$ cat src/rtl/vertex_scheduler.sv
// Vertex fetch scheduler: issues vertex-buffer reads under a credit limit,
// forwards fetched positions to the transformation unit and buffers the
// transformed results in an in-order output FIFO with valid/ready handshake.
module vertex_scheduler #(
    parameter int ADDR_W       = 12,
    parameter int MAX_INFLIGHT = 4,
    parameter int RD_LAT       = 2
) (
    input  logic              clk,
    input  logic              rst_n,
    input  logic              start,
    input  logic [ADDR_W-1:0] base_addr,
    input  logic [ADDR_W:0]   vert_count,
    output logic              busy,
    output logic              done,
    output logic              err,
    output logic              mem_rd,
    output logic [ADDR_W-1:0] mem_addr,
    input  logic [127:0]      mem_rdata,
    output logic              xf_v_in,
    output logic [127:0]      xf_pos,
    input  logic              xf_v_out,
    input  logic [127:0]      xf_new_pos,
    output logic              out_valid,
    input  logic              out_ready,
    output logic [127:0]      out_data
);

    localparam int CW = $clog2(MAX_INFLIGHT + 1);
    localparam int PW = $clog2(MAX_INFLIGHT);
    localparam logic [CW-1:0] CRED_MAX = CW'(MAX_INFLIGHT);

    typedef enum logic [1:0] {
        S_IDLE,
        S_RUN,
        S_DRAIN,
        S_DONE
    } state_t;

    state_t state, state_nx;

    logic [ADDR_W-1:0] base_q;
    logic [ADDR_W:0]   count_q;
    logic [ADDR_W:0]   issued;
    logic [ADDR_W:0]   popped;
    logic [CW-1:0]     credits;
    logic [RD_LAT-1:0] rd_dly;

    logic [127:0]      fifo_mem [MAX_INFLIGHT];
    logic [PW-1:0]     wr_ptr;
    logic [PW-1:0]     rd_ptr;
    logic [CW-1:0]     fifo_cnt;

    logic start_acc;
    logic issue;
    logic pop;
    logic push;
    logic fifo_full;
    logic xf_stray;
    logic overflow;

    assign start_acc = (state == S_IDLE) && start;
    assign issue     = (state == S_RUN) && (issued < count_q) && (credits != '0);
    assign pop       = out_valid && out_ready;
    assign fifo_full = (fifo_cnt == CRED_MAX);
    assign xf_stray  = xf_v_out && ((state == S_IDLE) || (state == S_DONE));
    // A full FIFO can still take a push when the head leaves in the same cycle.
    assign overflow  = xf_v_out && !xf_stray && fifo_full && !pop;
    assign push      = xf_v_out && !xf_stray && !overflow;

    assign xf_v_in   = rd_dly[RD_LAT-1];
    assign xf_pos    = mem_rdata;
    assign out_valid = (fifo_cnt != '0);
    assign out_data  = fifo_mem[rd_ptr];

    // State register
    always_ff @(posedge clk or negedge rst_n) begin
        if (!rst_n) begin
            state <= S_IDLE;
        end else begin
            state <= state_nx;
        end
    end

    // Next-state and control outputs
    always_comb begin
        state_nx = state;
        busy     = (state != S_IDLE);
        done     = (state == S_DONE);
        mem_rd   = issue;
        mem_addr = base_q + issued[ADDR_W-1:0];
        unique case (state)
            S_IDLE:  if (start) state_nx = (vert_count == '0) ? S_DONE : S_RUN;
            S_RUN:   if (issued == count_q) state_nx = S_DRAIN;
            S_DRAIN: if (popped == count_q) state_nx = S_DONE;
            S_DONE:  state_nx = S_IDLE;
            default: state_nx = S_IDLE;
        endcase
    end

    // Batch parameters, issue/pop counters and credit accounting
    always_ff @(posedge clk or negedge rst_n) begin
        if (!rst_n) begin
            base_q  <= '0;
            count_q <= '0;
            issued  <= '0;
            popped  <= '0;
            credits <= CRED_MAX;
        end else if (start_acc) begin
            base_q  <= base_addr;
            count_q <= vert_count;
            issued  <= '0;
            popped  <= '0;
            credits <= CRED_MAX;
        end else begin
            if (issue) issued <= issued + 1'b1;
            if (pop)   popped <= popped + 1'b1;
            case ({issue, pop})
                2'b10:   credits <= credits - 1'b1;
                2'b01:   credits <= credits + 1'b1;
                default: credits <= credits;
            endcase
        end
    end

    // Read-strobe delay line aligning xf_v_in with returning memory data
    always_ff @(posedge clk or negedge rst_n) begin
        if (!rst_n) begin
            rd_dly <= '0;
        end else begin
            rd_dly[0] <= issue;
            for (int unsigned i = 1; i < RD_LAT; i++) begin
                rd_dly[i] <= rd_dly[i-1];
            end
        end
    end

    // Result FIFO pointers and occupancy
    always_ff @(posedge clk or negedge rst_n) begin
        if (!rst_n) begin
            wr_ptr   <= '0;
            rd_ptr   <= '0;
            fifo_cnt <= '0;
        end else begin
            if (push) wr_ptr <= wr_ptr + 1'b1;
            if (pop)  rd_ptr <= rd_ptr + 1'b1;
            case ({push, pop})
                2'b10:   fifo_cnt <= fifo_cnt + 1'b1;
                2'b01:   fifo_cnt <= fifo_cnt - 1'b1;
                default: fifo_cnt <= fifo_cnt;
            endcase
        end
    end

    // Result FIFO storage
    always_ff @(posedge clk) begin
        if (push) fifo_mem[wr_ptr] <= xf_new_pos;
    end

    // Sticky error: stray or overflowing results; cleared by an accepted start
    always_ff @(posedge clk or negedge rst_n) begin
        if (!rst_n) begin
            err <= 1'b0;
        end else if (xf_stray || overflow) begin
            err <= 1'b1;
        end else if (start_acc) begin
            err <= 1'b0;
        end
    end

endmodule
$ cat config.mk
export PLATFORM = sky130hd
export DESIGN_NAME = vertex_scheduler
export DESIGN_NICKNAME = d
export VERILOG_FILES = /design/src/rtl/vertex_scheduler.sv
export SDC_FILE = /design/constraint.sdc
export NUM_CORES = 1
export LEC_CHECK = 0
export CORE_ASPECT_RATIO = 0.7
export CORE_MARGIN = 2
export CORE_UTILIZATION = 54
export DETAILED_ROUTE_END_ITERATION = 7
export DONT_BUFFER_PORTS = 1
export GPL_TIMING_DRIVEN = 1
export PLACE_DENSITY = 0.69
export RECOVER_POWER = 25
export SYNTH_ARGS = -nofsm -noshare
export SYNTH_HDL_FRONTEND = slang
export SYNTH_SLANG_ARGS = --single-unit
export TNS_END_PERCENT = 100
$ cat constraint.sdc
create_clock -name clk -period 5.3 [get_ports clk]
set_clock_uncertainty 0.2 [all_clocks]
set_input_delay 1.325 -clock clk [delete_from_list [all_inputs] [get_ports clk]]
set_output_delay 1.325 -clock clk [all_outputs]
set_load 0.05 [all_outputs]
### Word level (Yosys, flattened, before mapping)

Memories as Yosys holds them, arrays and structs flattened.
Index checks and enable logic that the tools add are counted.

| cells by class | value |
|---|---|
| add/subtract/negate cells | 9 |
| magnitude comparators | 1 |
| equal/unequal tests | 13 |
| muxes and demuxes | 16 |
| reduce and logical (&&, ||, !) cells | 25 |

Operator list:

| kind | count |
|---|---|
| 2-to-1 mux 13 bit | 4 |
| adder 13 x 1 -> 13 bit, second input constant | 2 |
| == test 13 bit | 2 |
| zero test 13 bit | 1 |
| < comparator 13 bit | 1 |
| adder 12 bit | 1 |
| case mux 3 bit (2 select lines) | 2 |
| nonzero test 2 bit | 5 |
| logical AND 1 bit | 9 |
| nonzero test 3 bit | 3 |
| == test 2 bit, second input constant | 4 |
| 2-to-1 mux 2 bit | 4 |
| case mux 2 bit (4 select lines) | 1 |
| adder 3 x 1 -> 3 bit, second input constant | 2 |
| == test 2 x 1 -> 1 bit, second input constant | 3 |
| subtractor 3 x 1 -> 3 bit, second input constant | 2 |
| adder 2 x 1 -> 2 bit, second input constant | 2 |
| 2-to-1 mux 1 bit | 4 |
| inequality test 2 bit, second input constant | 2 |
| == test 3 bit, second input constant | 1 |
| zero test 1 bit | 3 |
| 2-to-1 mux 3 bit | 1 |
| AND reduction 3 bit | 1 |
| zero test 2 bit | 1 |
| 2 further kinds | 3 |

| storage, ports and cells | value |
|---|---|
| register bits after elaboration | 66 |
| RAM bits | 512 |
| input bits | 286 |
| output and inout port bits | 274 |
| logic and storage cells | 76 |
| memories kept | 1 |

Memories:

| name | depth | width | rd ports | clocked after memory_dff | write ports | line | source |
|---|---|---|---|---|---|---|---|
| fifo_mem | 4 | 128 | 1 | 0 | 1 | 49 | `logic [127:0] fifo_mem [MAX_INFLIGHT];` |

### Logic depth before layout (Yosys ltp)

Gate-level depths: netlist (run 1).

| logic depth | value |
|---|---|
| depth in word-level cells | 11 |
| depth in mapped cells | 11 |
| mapped depth without buffers | 11 |

### Worst setup path before layout (run 1)

OpenSTA, ideal clock, no wires.

| timing | value |
|---|---|
| path type | input to register |
| start | in xf_v_out |
| end | mem fifo_mem[2][0] (enable) |
| setup time | 0.502 ns |
| arrival | 4.690 ns |
| data required time | 4.598 ns |
| path slack | -0.092 ns |
| cell stages on the path | 3 |
| path buffers | 0 |
| cell sequence | nand2_1 > nor2_1 > and2_1 |

| on the way | value |
|---|---|
| cells in the longest elaborated chain, start to end | 9 |

RTL lines:

| item | line | source |
|---|---|---|
| from (decl) | 22 | `input logic xf_v_out,` |
| logical AND 1 bit | 66 | `assign xf_stray = xf_v_out && ((state == S_IDLE) \|\| (state == S_DONE));` |
| zero test 1 bit | 68, 69 |  |
| logical AND 1 bit * | 68, 69 |  |
| logical AND 1 bit (2 in series) | 68 | `assign overflow = xf_v_out && !xf_stray && fifo_full && !pop;` |
| zero test 1 bit | 69 | `assign push = xf_v_out && !xf_stray && !overflow;` |
| logical AND 1 bit * | 69 |  |
| 2-to-1 mux 1 bit * | 157 | `if (push) fifo_mem[wr_ptr] <= xf_new_pos;` |
| 2-to-1 mux 1 bit (not written as such) * | 157 |  |
| to (decl) | 49 |  |

Every way passes the cells marked *; elsewhere a longest branch is shown, timed or not.

### Worst setup path in the final report (run 1)

| timing | value |
|---|---|
| start | reg issued[1] |
| end | out mem_addr[11] |

| on the way | value |
|---|---|
| cells in the longest elaborated chain, start to end | 1 |

RTL lines:

| item | line | source |
|---|---|---|
| from (decl) | 44 | `logic [ADDR_W:0] issued;` |
| from (signal assigned) | 116 | `if (issue) issued <= issued + 1'b1;` |
| adder 12 bit | 91 | `mem_addr = base_q + issued[ADDR_W-1:0];` |
| to (decl) | 18 | `output logic [ADDR_W-1:0] mem_addr,` |

Every way passes these cells.

==> results of run 1 <==
## layout make-up
cell class / count / area (sq um) / area share, %
Clock inverter: 37 / 435 / 1.72
Sequential cell: 578 / 17000 / 67.4
Inverter: 33 / 124 / 0.490
Timing Repair Buffer: 30 / 325 / 1.29
Tap cell: 585 / 732 / 2.89
Clock buffer: 59 / 1360 / 5.37
Multi-Input combinational cell: 489 / 5280 / 20.9
## cells by family (layout without fill, tap and decap cells)
| logic type | after synthesis | after routing | synth area share (%) |
|---|---|---|---|
| buffers and inverters | 207 | 159 | 5.44 |
| AOI/OAI and AO/OA | 90 | 90 | 2.58 |
| adders and majority gates | 38 | 38 | 2.11 |
| DFF | 578 | 578 | 72.3 |
| and+or+nand+nor | 193 | 193 | 3.87 |
| xor gates and xnor gates | 36 | 36 | 1.34 |
| muxes | 132 | 132 | 12.4 |
## per-layer routing
layer | up-vias | share of wire [%]
li1 | 4685 | -
met1 | 5632 | 41
met2 | 459 | 46
met3 | 78 | 11
met4 | 0 | 2.4
met5 | - | 0
## flip-flops by register name (all words and copies together) (netlist names)
name and cells:
rd_dly 2, rd_ptr 2, base_q 12, count_q 13, fifo_mem 512, state 2, issued 13, fifo_cnt 3
credits 3, err 1, popped 13, wr_ptr 2
## where the power goes
group          internal, W  switching, W  total (W)  leakage (nW)
combinational      0.00161       0.00448    0.00609          2.14
clock              0.00233       0.00159    0.00392         0.893
sequential         0.00589      0.000440    0.00633          5.49
## critical path, delay by kind of cell, from the launching register on
family / cells / cell delay [ps]
compound gates: 4 / 1770
simple gates: 1 / 160
flops: 1 / 430
fa+ha+maj: 1 / 310
## synthesized netlist by cell type (3+ instances only)
cell type / instances / area [sq um]
edfxtp_1: 512 / 15400
buf_4: 128 / 961
mux4_2: 128 / 2880
nand2_1: 77 / 289
dfrtp_1: 65 / 1630
ha_1: 35 / 438
inv_1: 33 / 124
nor2_1: 33 / 124
o21ai_0: 30 / 150
xor2_1: 22 / 193
clkbuf_1: 20 / 75.1
nor3_1: 20 / 100
buf_2: 19 / 95.1
a21oi_1: 16 / 80.1
nand3_1: 14 / 70.1
xnor2_1: 14 / 123
nand4_1: 9 / 56.3
buf_1: 7 / 26.3
nand2b_1: 7 / 43.8
o311ai_0: 7 / 61.3
and2_1: 6 / 37.5
nor4_1: 6 / 37.5
o41ai_1: 6 / 52.6
o31ai_1: 5 / 37.5
or3_1: 5 / 31.3
or4_1: 5 / 37.5
nor2b_1: 4 / 25.0
a211oi_1: 3 / 22.5
fa_1: 3 / 60.1
mux2i_1: 3 / 30.0
o21a_1: 3 / 22.5
o31a_1: 3 / 26.3
## metrics by stage
stage / worst slack, ps / hold slack (ps) / area, sq um
CTS: 517 / 161 / 25300
floorplan: 544 / 131 / 23600
finish: 536 / 161 / 25300
global placement: 1190 / 145 / 23500
detailed placement: 1160 / 137 / 23500
global route: 295 / 175 / 25300
## worst paths after layout
| kind | endpoint | startpoint | cells after the start |
|---|---|---|---|
| worst min-delay path | rd_dly[1] | rd_dly[0] | 0 |
| min in group asynchronous | err | rst_n | 0 |
| worst max-delay path | mem_addr[11] | issued[1] | 6 |
| worst min register to register | rd_dly[1] | rd_dly[0] | 0 |
| max in group asynchronous | credits[2] | rst_n | 0 |
| worst max register to register | credits[2] | issued[3] | 12 |
## cells in the final DEF, fill, tap and decap left out, types with 20 or more instances in the layout
| cell type | synthesis | layout |
|---|---|---|
| buf_4 | 128 | 22 |
| clkbuf_16 | 0 | 53 |
| dfrtp_1 | 65 | 63 |
| edfxtp_1 | 512 | 512 |
| ha_1 | 35 | 35 |
| inv_1 | 33 | 33 |
| mux4_2 | 128 | 128 |
| nand2_1 | 77 | 77 |
| nor2_1 | 33 | 33 |
| nor3_1 | 20 | 20 |
| o21ai_0 | 30 | 30 |
| xor2_1 | 22 | 22 |
==> flow_summary_export.csv, run 1 <==
group,metric,value,unit
worst_setup_path,cp_cell_sequence,"ha_1 -> a211oi_1 -> o21ai_0 -> a2111oi_2 -> nor3_1 -> a211oi_2",
power_and_ir_drop,vdd_drop_max,0.377,mV
clocking,insertion_delay,570,ps
route,totalWireLength,47100,um
synth,avgSynthCellArea,18.5,sq um
global_routing,first_global_vias,10788,
clocking,clock_path_buffers,3,
worst_setup_path,cp.arrival,3240,ps
worst_setup_path,crit_required,3770,ps
power_and_ir_drop,power_density,646,mW/mm^2
worst_setup_path,slowest_stage,"a211oi_2",
worst_setup_path,path_class,"flip-flop to primary output",
worst_setup_path,ff2ff_setup_slack,1950,ps
route,postRouteAntennaNets,0,
worst_setup_path,slowest_delay,750,ps
floorplan,coreArea,0.0427,sq mm
floorplan,die-area,0.0454,sq mm
power_and_ir_drop,p_leak,8.53,nW
layout,area_growth,7.32,%
global_routing,use_met1,27.8,%
global_routing,track_usage,20.3,%
clocking,ctsHoldBuffers,0,
min_path,hold_class,"flip-flop to flip-flop",
floorplan,die_h,179,um
global_routing,grt_max_degree,79,
placed_design,portBuffers,0,
placed_design,place_inst,1715,
synth,syn_area,0.0236,sq mm
floorplan,rows,63,
clocking,cts_made_buffers,52,
timing,rsz0062_at_grt,"false",
route,drt_iter0_markers,693,
route,vias,10854,
clocking,cts_tree,"built",
synth,synthFlopType,"edfxtp_1",
clocking,cts.sinks,578,
timing,maxSlewHeadroom,20.7,%
synth,synth_seq_area_share,72.3,%
clocking,ctsRootBufferMaster,"clkbuf_16",
timing,hold_violations,0,
timing,fin_tns_setup,0,ps
layout,drive_above_1_share,20.9,%
layout,utilization,59.2,%
global_routing,grt_pass1_wl,68800,um
synth,synthesis.nets,1598,
worst_setup_path,critPathMaxFanout,5,
synth,yosysUniqueCellTypes,52,
timing,min_period,4760,ps
clocking,clkSlewWorstSetupHoldPaths,60,ps
timing,slew_viol_final,0,
layout,fillers,3092,
worst_setup_path,setup.worst_path.start_class,"flip-flop",
synth,async_flop_share,11.4,%
floorplan,die_w,254,um
job,cap_violations,0,
global_routing,grt_overflow,0,
synth,syn_inst,1274,
layout,fin_nets,1508,
floorplan,ioPinCount,560,
worst_setup_path,end_kind,"primary output",
global_routing,antenna_found_initial,0,
status,status,"finished clean",
synth,synth_edf_count,512,
timing,finalSetupViolations,0,
layout,antenna_cells,0,
route,firstDrtPassIters,7,
clocking,cts_resized,0,
floorplan,initial_utilization,55.2,%
synth,yosysWarnings,0,
global_routing,grtUsageMet2,29.8,%
clocking,cts_setup_buffers,0,
synth,synth.ff_latch_count,578,
timing,max_clock_freq,210,MHz
route,drcViolationCount,0,
route,vias_per_cell,5.99,
global_routing,busiest_layer,"met2",
timing,finalCritPeriodShare,89.9,%
route,wl_per_cell,26.0,um
clocking,ctsHtreeMaxLevel,2,
power_and_ir_drop,power.total,0.0163,W
placed_design,dp_hpwl,30800,um
global_routing,use_met3,9.10,%
layout,finalNonFillerCells,1811,
placed_design,routabilityCongestion,0.857,
timing,worst_slew_pin_slew,1180,ps
No activity file was read; power rests on OpenSTA's default activity.
==> inputs of run 2 (changes only) <==
==> constraint.sdc (replaced) <==
create_clock -name clk -period 4.9 [get_ports clk]
set_clock_uncertainty 0.2 [all_clocks]
set_input_delay 1.225 -clock clk [delete_from_list [all_inputs] [get_ports clk]]
set_output_delay 1.225 -clock clk [all_outputs]
set_load 0.005 [all_outputs]
==> flow_summary_export.csv, run 2 (same netlist as run 1, synthesis figures left out) <==
group,metric,value,unit
route,totalWireLength,47300,um
timing,hold_violations,0,
clocking,ctsRootBufferMaster,"clkbuf_16",
layout,fillers,3132,
timing,min_period,4100,ps
worst_setup_path,worstReg2RegStart,"issued[10]",
placed_design,dp_hpwl,31300,um
clocking,cts_resized,0,
route,wl_per_cell,26.3,um
timing,slew_viol_final,0,
power_and_ir_drop,p_leak,8.39,nW
route,route.met3.wl,5600,um
worst_setup_path,critPathMaxFanout,4,
layout,drive_above_1_share,19.3,%
layout,area_growth,6.49,%
route,postRouteAntennaNets,0,
route,drcViolationCount,0,
clocking,clock_path_buffers,3,
floorplan,initial_utilization,55.2,%
worst_setup_path,startpoint,"issued[0]",
layout,fin_nets,1498,
clocking,ctsHtreeMaxLevel,2,
route,vias,10723,
floorplan,coreArea,0.0427,sq mm
placed_design,routabilityCongestion,0.830,
timing,finalSetupViolations,0,
timing,worst_slew_pin_slew,1030,ps
job,cap_violations,0,
global_routing,grt_max_degree,67,
worst_setup_path,ff2ff_setup_slack,1540,ps
power_and_ir_drop,vdd_drop_max,0.431,mV
timing,finalCritPeriodShare,83.7,%
route,vias_per_cell,5.97,
min_path,hold_class,"input pin to asynchronous set/reset pin",
clocking,cts_tree,"built",
worst_setup_path,path_class,"flip-flop to primary output",
route,top_layer_used,"met4",
global_routing,first_global_vias,10791,
clocking,clkSlewWorstSetupHoldPaths,70,ps
timing,layout_setup_ws,798,ps
worst_setup_path,cp.arrival,2680,ps
global_routing,track_usage,20.6,%
timing,max_clock_freq,244,MHz
placed_design,portBuffers,0,
layout,largest_reg_flops,512,
worst_setup_path,end_kind,"primary output",
route,wl_met1,19700,um
route,wl_met2,21200,um
timing,fin_tns_setup,0,ps
layout,max_flop_register,"fifo_mem",
power_and_ir_drop,power_density,581,mW/mm^2
worst_setup_path,reg2reg_to,"credits[2]",
layout,seq_area,0.0170,sq mm
worst_setup_path,rr_worst_depth,11,
layout,multi_input_area,0.00527,sq mm
clocking,insertion_delay,570,ps
floorplan,rows,63,
timing,rsz0062_at_grt,"false",
clocking,cts_made_buffers,51,
clocking,ctsHoldBuffers,0,
worst_setup_path,crit_required,3470,ps
route,firstDrtPassIters,4,
layout,antenna_cells,0,
floorplan,die-area,0.0454,sq mm
status,status,"finished clean",
layout,final_common_cell,"edfxtp_1",
floorplan,die_h,179,um
clocking,cts_setup_buffers,0,
global_routing,grt_overflow,0,
layout,most-common-layout-cells,"edfxtp_1 (512), mux4_2 (128), nand2_1 (77)",
route,drt_iter0_markers,918,
timing,maxSlewHeadroom,30.9,%
worst_setup_path,setup.worst_path.start_class,"flip-flop",
worst_setup_path,crit_end,"mem_addr[10]",
clocking,cts.sinks,578,
global_routing,antenna_found_initial,0,
floorplan,ioPinCount,560,
floorplan,die_w,254,um
global_routing,grt_pass1_wl,69700,um
placed_design,place_ws,1360,ps
-- run 2: cell types whose count changed in the layout (fill, tap and decap cells not counted), sizes merged --
cell	previous run	this run
clkbuf	59	67
inv	35	37
clkinvlp	0	2
bufinv	10	6
buf	30	21
clkinv	25	12
-- run 2: power by group --
group / internal [W] / total, W / switching, W
logic: 0.00164 / 0.00376 / 0.00212
registers: 0.00638 / 0.00685 / 0.000473
clock network: 0.00227 / 0.00397 / 0.00170
total: 0.0103 / 0.0146 / 0.00429
-- run 2: layout make-up --
type,count,area share [%]
timing repair buffer,21,1.13
clock inverter,24,1.18
sequential,578,67.9
tap,585,2.92
clock buffer,67,5.41
multi-input combinational,489,21.0
inverter,33,0.494
-- run 2: metal layers --
metal	track usage, %	vias to the layer above
li1	-	4651
met1	28.6	5532
met2	30.2	471
met3	9.29	69
met4	4.46	0
met5	0.110	-
-- run 2: how the worst min path moves through the flow --
stage	startpoint	end	slack, ps	cells past startpoint
floorplan	rd_dly[0]	rd_dly[1]	130	0
global placement	rd_dly[0]	rd_dly[1]	140	0
detailed placement	rd_dly[0]	rd_dly[1]	140	0
CTS	rst_n	base_q[9]	120	0
global route	rst_n	count_q[8]	120	0
finish	rst_n	base_q[11]	140	0
-- run 2: per-stage QoR --
stage | instances | power [W] | cell area [sq um] | utilization, % | hold slack, ps
3_3_place_gp | 1706 | 0.0107 | 23400 | 54.9 | 144
5_1_grt | 1797 | 0.0153 | 25100 | 58.7 | 116
2_1_floorplan | 1274 | 0.00973 | 23600 | - | 131
4_1_cts | 1797 | 0.0148 | 25100 | 58.7 | 117
6_report | 1797 | 0.0146 | 25100 | 58.7 | 144
3_5_place_dp | 1706 | 0.0108 | 23400 | 54.9 | 140
-- run 2: critical path, stage by stage, from the launching register on --
cell,delay [ps]
dfrtp_1,420
ha_1,240
inv_1,80
fa_1,200
nor2b_1,60
o21ai_0,210
a21oi_1,140
o21a_1,230
o311ai_0,550
